### config.mk
export PLATFORM = sky130hd
export DESIGN_NAME = store_commit_queue
export DESIGN_NICKNAME = d
export VERILOG_FILES = /design/src/rtl/store_commit_queue.sv
export SDC_FILE = /design/constraint.sdc
export NUM_CORES = 1
export LEC_CHECK = 0
export ABC_AREA = 0
export CAP_MARGIN = 10
export CORE_ASPECT_RATIO = 1.75
export CORE_MARGIN = 2
export CORE_UTILIZATION = 40
export DETAILED_ROUTE_END_ITERATION = 10
export PLACE_DENSITY_LB_ADDON = 0.05
export REMOVE_ABC_BUFFERS = 1
export SETUP_SLACK_MARGIN = 0.3
export SKIP_LAST_GASP = 1
export SYNTH_ARGS = -nofsm -noshare
export SYNTH_HDL_FRONTEND = slang
export SYNTH_SLANG_ARGS = --single-unit
### constraint.sdc
create_clock -name clk -period 16.6 [get_ports clk]
set_input_delay 3.32 -clock clk [delete_from_list [all_inputs] [get_ports clk]]
set_output_delay 3.32 -clock clk [all_outputs]
set_load 0.02 [all_outputs]
### src/rtl/store_commit_queue.sv
// In-order store queue: buffers speculative stores, marks them committed on fireStore/fireStore1 and drains committed ones to the D$.
// Outputs depend on registered state only; enqueue/commit at edge N are visible to commit/drain in cycle N+1.
module store_commit_queue #(
  parameter int DEPTH = 8,
  localparam int IW = $clog2(DEPTH),
  localparam int PW = IW + 1
) (
  input  logic          clk,
  input  logic          rst,
  input  logic          enq_valid,
  input  logic [31:0]   enq_addr,
  input  logic [31:0]   enq_data,
  input  logic [3:0]    enq_be,
  output logic          enq_ready,
  input  logic          fireStore,
  input  logic          fireStore1,
  input  logic          flush,
  output logic          mem_req_valid,
  output logic [31:0]   mem_req_addr,
  output logic [31:0]   mem_req_data,
  output logic [3:0]    mem_req_be,
  input  logic          mem_req_ready,
  output logic          sq_empty,
  output logic [PW-1:0] cmt_cnt
);

  logic [PW-1:0] head_q, head_d;
  logic [PW-1:0] cmt_q, cmt_d;
  logic [PW-1:0] tail_q, tail_d;

  logic [29:0] ent_addr_q [DEPTH];
  logic [31:0] ent_data_q [DEPTH];
  logic [3:0]  ent_be_q   [DEPTH];

  logic [PW-1:0] cnt;
  logic [PW-1:0] uncmt;
  logic [PW-1:0] k;
  logic [PW-1:0] adv;
  logic          enq_fire;
  logic          drain_fire;
  logic [IW-1:0] head_idx;
  logic          unused_addr_lsb;

  assign unused_addr_lsb = ^enq_addr[1:0];

  always_comb begin
    cnt        = tail_q - head_q;
    uncmt      = tail_q - cmt_q;
    head_idx   = head_q[IW-1:0];
    enq_fire   = enq_valid && (cnt != PW'(DEPTH)) && !flush;
    drain_fire = (head_q != cmt_q) && mem_req_ready;
  end

  // Commit saturates at tail; flush then truncates tail back to the new commit point.
  always_comb begin
    k      = PW'(fireStore) + PW'(fireStore1);
    adv    = (k > uncmt) ? uncmt : k;
    cmt_d  = cmt_q + adv;
    head_d = head_q + PW'(drain_fire);
    tail_d = tail_q + PW'(enq_fire);
    if (flush) begin
      tail_d = cmt_d;
    end
  end

  always_ff @(posedge clk or posedge rst) begin
    if (rst) begin
      head_q <= '0;
      cmt_q  <= '0;
      tail_q <= '0;
    end else begin
      head_q <= head_d;
      cmt_q  <= cmt_d;
      tail_q <= tail_d;
    end
  end

  always_ff @(posedge clk) begin
    if (enq_fire) begin
      ent_addr_q[tail_q[IW-1:0]] <= enq_addr[31:2];
      ent_data_q[tail_q[IW-1:0]] <= enq_data;
      ent_be_q[tail_q[IW-1:0]]   <= enq_be;
    end
  end

  // Payload is unreset, so the request bus is gated to zero whenever nothing committed is held.
  always_comb begin
    enq_ready     = (cnt != PW'(DEPTH));
    sq_empty      = (cnt == '0);
    cmt_cnt       = cmt_q - head_q;
    mem_req_valid = (head_q != cmt_q);
    mem_req_addr  = '0;
    mem_req_data  = '0;
    mem_req_be    = '0;
    if (mem_req_valid) begin
      mem_req_addr = {ent_addr_q[head_idx], 2'b00};
      mem_req_data = ent_data_q[head_idx];
      mem_req_be   = ent_be_q[head_idx];
    end
  end

endmodule

==> impl_metrics.ini <==
[yosys]
ys_ff_latch = 540
syn_inst = 1025
synth_area_um2 = 21030
ys_types = 33
syn_avg_cell_area_um2 = 20.51
ys_warn_count = 0
seq_area_frac_synth = 0.7683
synth_top_area_share = 0.7540
synth_area_leaders = edfxtp_1 (75%), mux4_2 (14%), nand2_1 (2.4%)
yosys.area.top_type = edfxtp_1

[timing]
timing.slew.headroom = 0.3070
post-route-min-period_ns = 8.263
rsz0062_at_grt = false
worst_slew_pin_slew_ns = 1.039
hold_viol = 0
drv_slew = 0
period_share = 0.4977
max_freq_mhz = 121.0
setup_viol = 0
setup_tns_ns = 0
skew_ns = 0.008389

[drt]
route.vias.total = 10096
routed_wl_mm = 46.71
firstDrtPassIters = 4
drtIter0Drc = 682
antenna_left = 0
drcViolationCount = 0
avgViaCountPerCell = 5.297
post_drt_wl_per_cell_um = 24.51

[power_and_ir_drop]
peakVddDrop_mv = 0.08939
leakage_nw = 8.005
power.switching_mw = 1.551
p_per_area_nw_per_um2 = 185.4
swShare = 0.3359
combPwrFrac = 0.385
power_frac_clock = 0.240
p_int_mw = 3.067
seqPwrFrac = 0.375

[die]
ioPinCount = 150
core_um2 = 52220
initial_core_util = 0.4027
dieArea_um2 = 54490
die_height_um = 307.3
die_w_um = 177.3
rows = 111

[placed_design]
dp_cells = 1820
dp_hpwl_mm = 24.15
port_buffers = 145
place_area_um2 = 23360
gp_routability_congestion = 0.7259

[clock_network]
cts_tree = built
clockBufferDepth = 3
insertion_delay_ns = 0.56
ctsHtreeMaxLevel = 2
cts_resized = 0
post_cts_buffers = 0
cts.hold.buffers_added = 0
cts_inserted_buffers = 48
cts.sinks = 540
clk_pin_slew_ns = 0.06
root_buffer = clkbuf_16

[flow_run]
cap_violations = 0

[cells_and_area]
post-route-util = 0.4770
drive_gt1_frac = 0.1995
syn2layout_area_growth_pct = 18.47
final_area_um2 = 24910
final_cells = 1906
finalNetCount = 1290
diodes = 0

[min_path]
hp-class = flop to flop

[critical_path]
critPathMaxStageDelay_ns = 0.87
path_max_fanout = 40
worstSetupPathType = flop to output port
cpMaxStageDelayCell = dfrtp_2
arrival_ns = 4.94
crit_buf_inv = 3
crit_path_cell_trace = inv_2 > ha_1 > nand3_1 > nor2_4 > buf_4 > a21oi_1 > clkdlybuf4s50_1
crit_family = buffers and inverters
cp-start-kind = flop
critPathCaptureType = output port
cp.required_ns = 13.28

[global_routing]
gr-total-overflow = 0
grt_pass1_wl_mm = 69.72
first_global_vias = 11009
grt_max_degree = 56
antenna_found_initial = 1
grt_util_all_layers = 0.1740

[outcome]
status = complete, no violations
-- layer usage --
metal | track usage | part of all wire | vias up
li1 | - | - | 4453
met1 | 0.2343 | 0.44 | 5395
met2 | 0.2956 | 0.50 | 189
met3 | 0.02704 | 0.038 | 57
met4 | 0.04537 | 0.020 | 2
met5 | 0 | 0.00034 | -
-- cell type report --
type	instances	area, um^2
fill	4516	27310
sequential	540	16160
multi-input combinational	414	4639
clock buffer	57	1256
inverter	18	67.56
clock inverter	28	285.3
timing repair buffer	171	1650
tap	678	848.3
-- worst paths after layout --
kind / from / to / slack [ns] / depth (start not counted)
worst max register to register: head_q[2]$_DFF_PP0_ / ent_data_q[6][0]$_DFFE_PP_ / 11.80 / 9
worst min-delay path: head_q[3]$_DFF_PP0_ / head_q[3]$_DFF_PP0_ / 0.54 / 1
worst min register to register: head_q[3]$_DFF_PP0_ / head_q[3]$_DFF_PP0_ / 0.54 / 1
max in group asynchronous: rst / head_q[0]$_DFF_PP0_ / 13.14 / 2
worst max-delay path: head_q[2]$_DFF_PP0_ / mem_req_data[31] / 8.34 / 7
min in group asynchronous: rst / cmt_q[2]$_DFF_PP0_ / 3.08 / 2
-- state kept, by name, summed over array words and instances, names as in the netlist --
name        flops
ent_data_q    256
ent_addr_q    240
ent_be_q       32
cmt_q           4
head_q          4
tail_q          4
-- worst register-to-register path, stage by stage, from the launching register on --
cell and delay [ns]:
dfrtp_2 0.87, inv_2 0.58, ha_1 0.53, nor2b_1 0.16
a221oi_2 0.23, xnor2_1 0.16, buf_4 0.23, a2111oi_2 0.44
buf_4 0.37, buf_4 0.80
-- cell families after synthesis --
kind of cell               Yosys count  synth area share
and+or+nand+nor                    153           0.02898
muxes                              138            0.1447
adders and majority gates           22           0.01416
other                                1         0.0001783
DFF                                540            0.7683
buffers and inverters               73           0.01535
AOI/OAI and AO/OA                   85           0.02297
xor gates and xnor gates            13          0.005415
-- metrics by stage --
| stage | setup WS (ns) | hold slack (ns) | power, mW |
|---|---|---|---|
| after floorplan | -0.7009 | 0.5019 | 2.936 |
| after global placement | 8.729 | 0.5368 | 3.576 |
| after detailed placement | 8.778 | 0.5345 | 3.583 |
| after CTS | 8.137 | 0.5478 | 4.705 |
| after global routing | 7.968 | 0.5849 | 4.869 |
| final | 8.337 | 0.5409 | 4.618 |
-- power by group through the flow --
stage	sequential [mW]	combinational, mW	clock (mW)
floorplan	1.84	1.09	0
finish	1.73	1.78	1.11
CTS	1.74	1.83	1.14
global placement	1.76	1.82	0
global route	1.75	1.93	1.19
detailed placement	1.77	1.82	0
-- cells in the mapped netlist --
cell / instances
a2111oi_0: 4
a211oi_1: 4
a21o_1: 2
a21o_2: 1
a21oi_1: 69
a221oi_2: 2
and3b_1: 1
buf_1: 11
buf_2: 9
buf_4: 10
clkbuf_1: 25
conb_1: 1
dfrtp_1: 12
edfxtp_1: 528
fa_1: 3
ha_1: 19
inv_1: 18
mux2_2: 3
mux2_4: 1
mux2i_1: 2
mux4_2: 132
nand2_1: 136
nand2b_1: 2
nand3_1: 3
nor2_1: 2
nor2b_1: 4
nor3_1: 1
o21ai_0: 2
o221ai_1: 1
or2_2: 1
or3_1: 3
xnor2_1: 10
xor2_1: 3
-- cell usage in the layout, fill, tap and decap left out, types with 3 or more instances in the layout --
cell | synthesis | routed
a2111oi_2 | 0 | 4
a211oi_4 | 0 | 4
a21oi_1 | 69 | 69
buf_4 | 10 | 25
bufinv_16 | 0 | 6
clkbuf_1 | 25 | 8
clkbuf_16 | 0 | 49
clkdlybuf4s50_1 | 0 | 145
clkinv_1 | 0 | 11
clkinv_2 | 0 | 8
conb_1 | 1 | 3
dfrtp_1 | 12 | 9
edfxtp_1 | 528 | 528
fa_1 | 3 | 3
ha_1 | 19 | 19
inv_1 | 18 | 17
mux2_2 | 3 | 3
mux4_2 | 132 | 132
nand2_1 | 136 | 136
nand3_1 | 3 | 3
nor2b_1 | 4 | 4
or3_1 | 3 | 3
xnor2_1 | 10 | 10
xor2_1 | 3 | 3
Note: power is estimated with default switching activity, not from simulation.
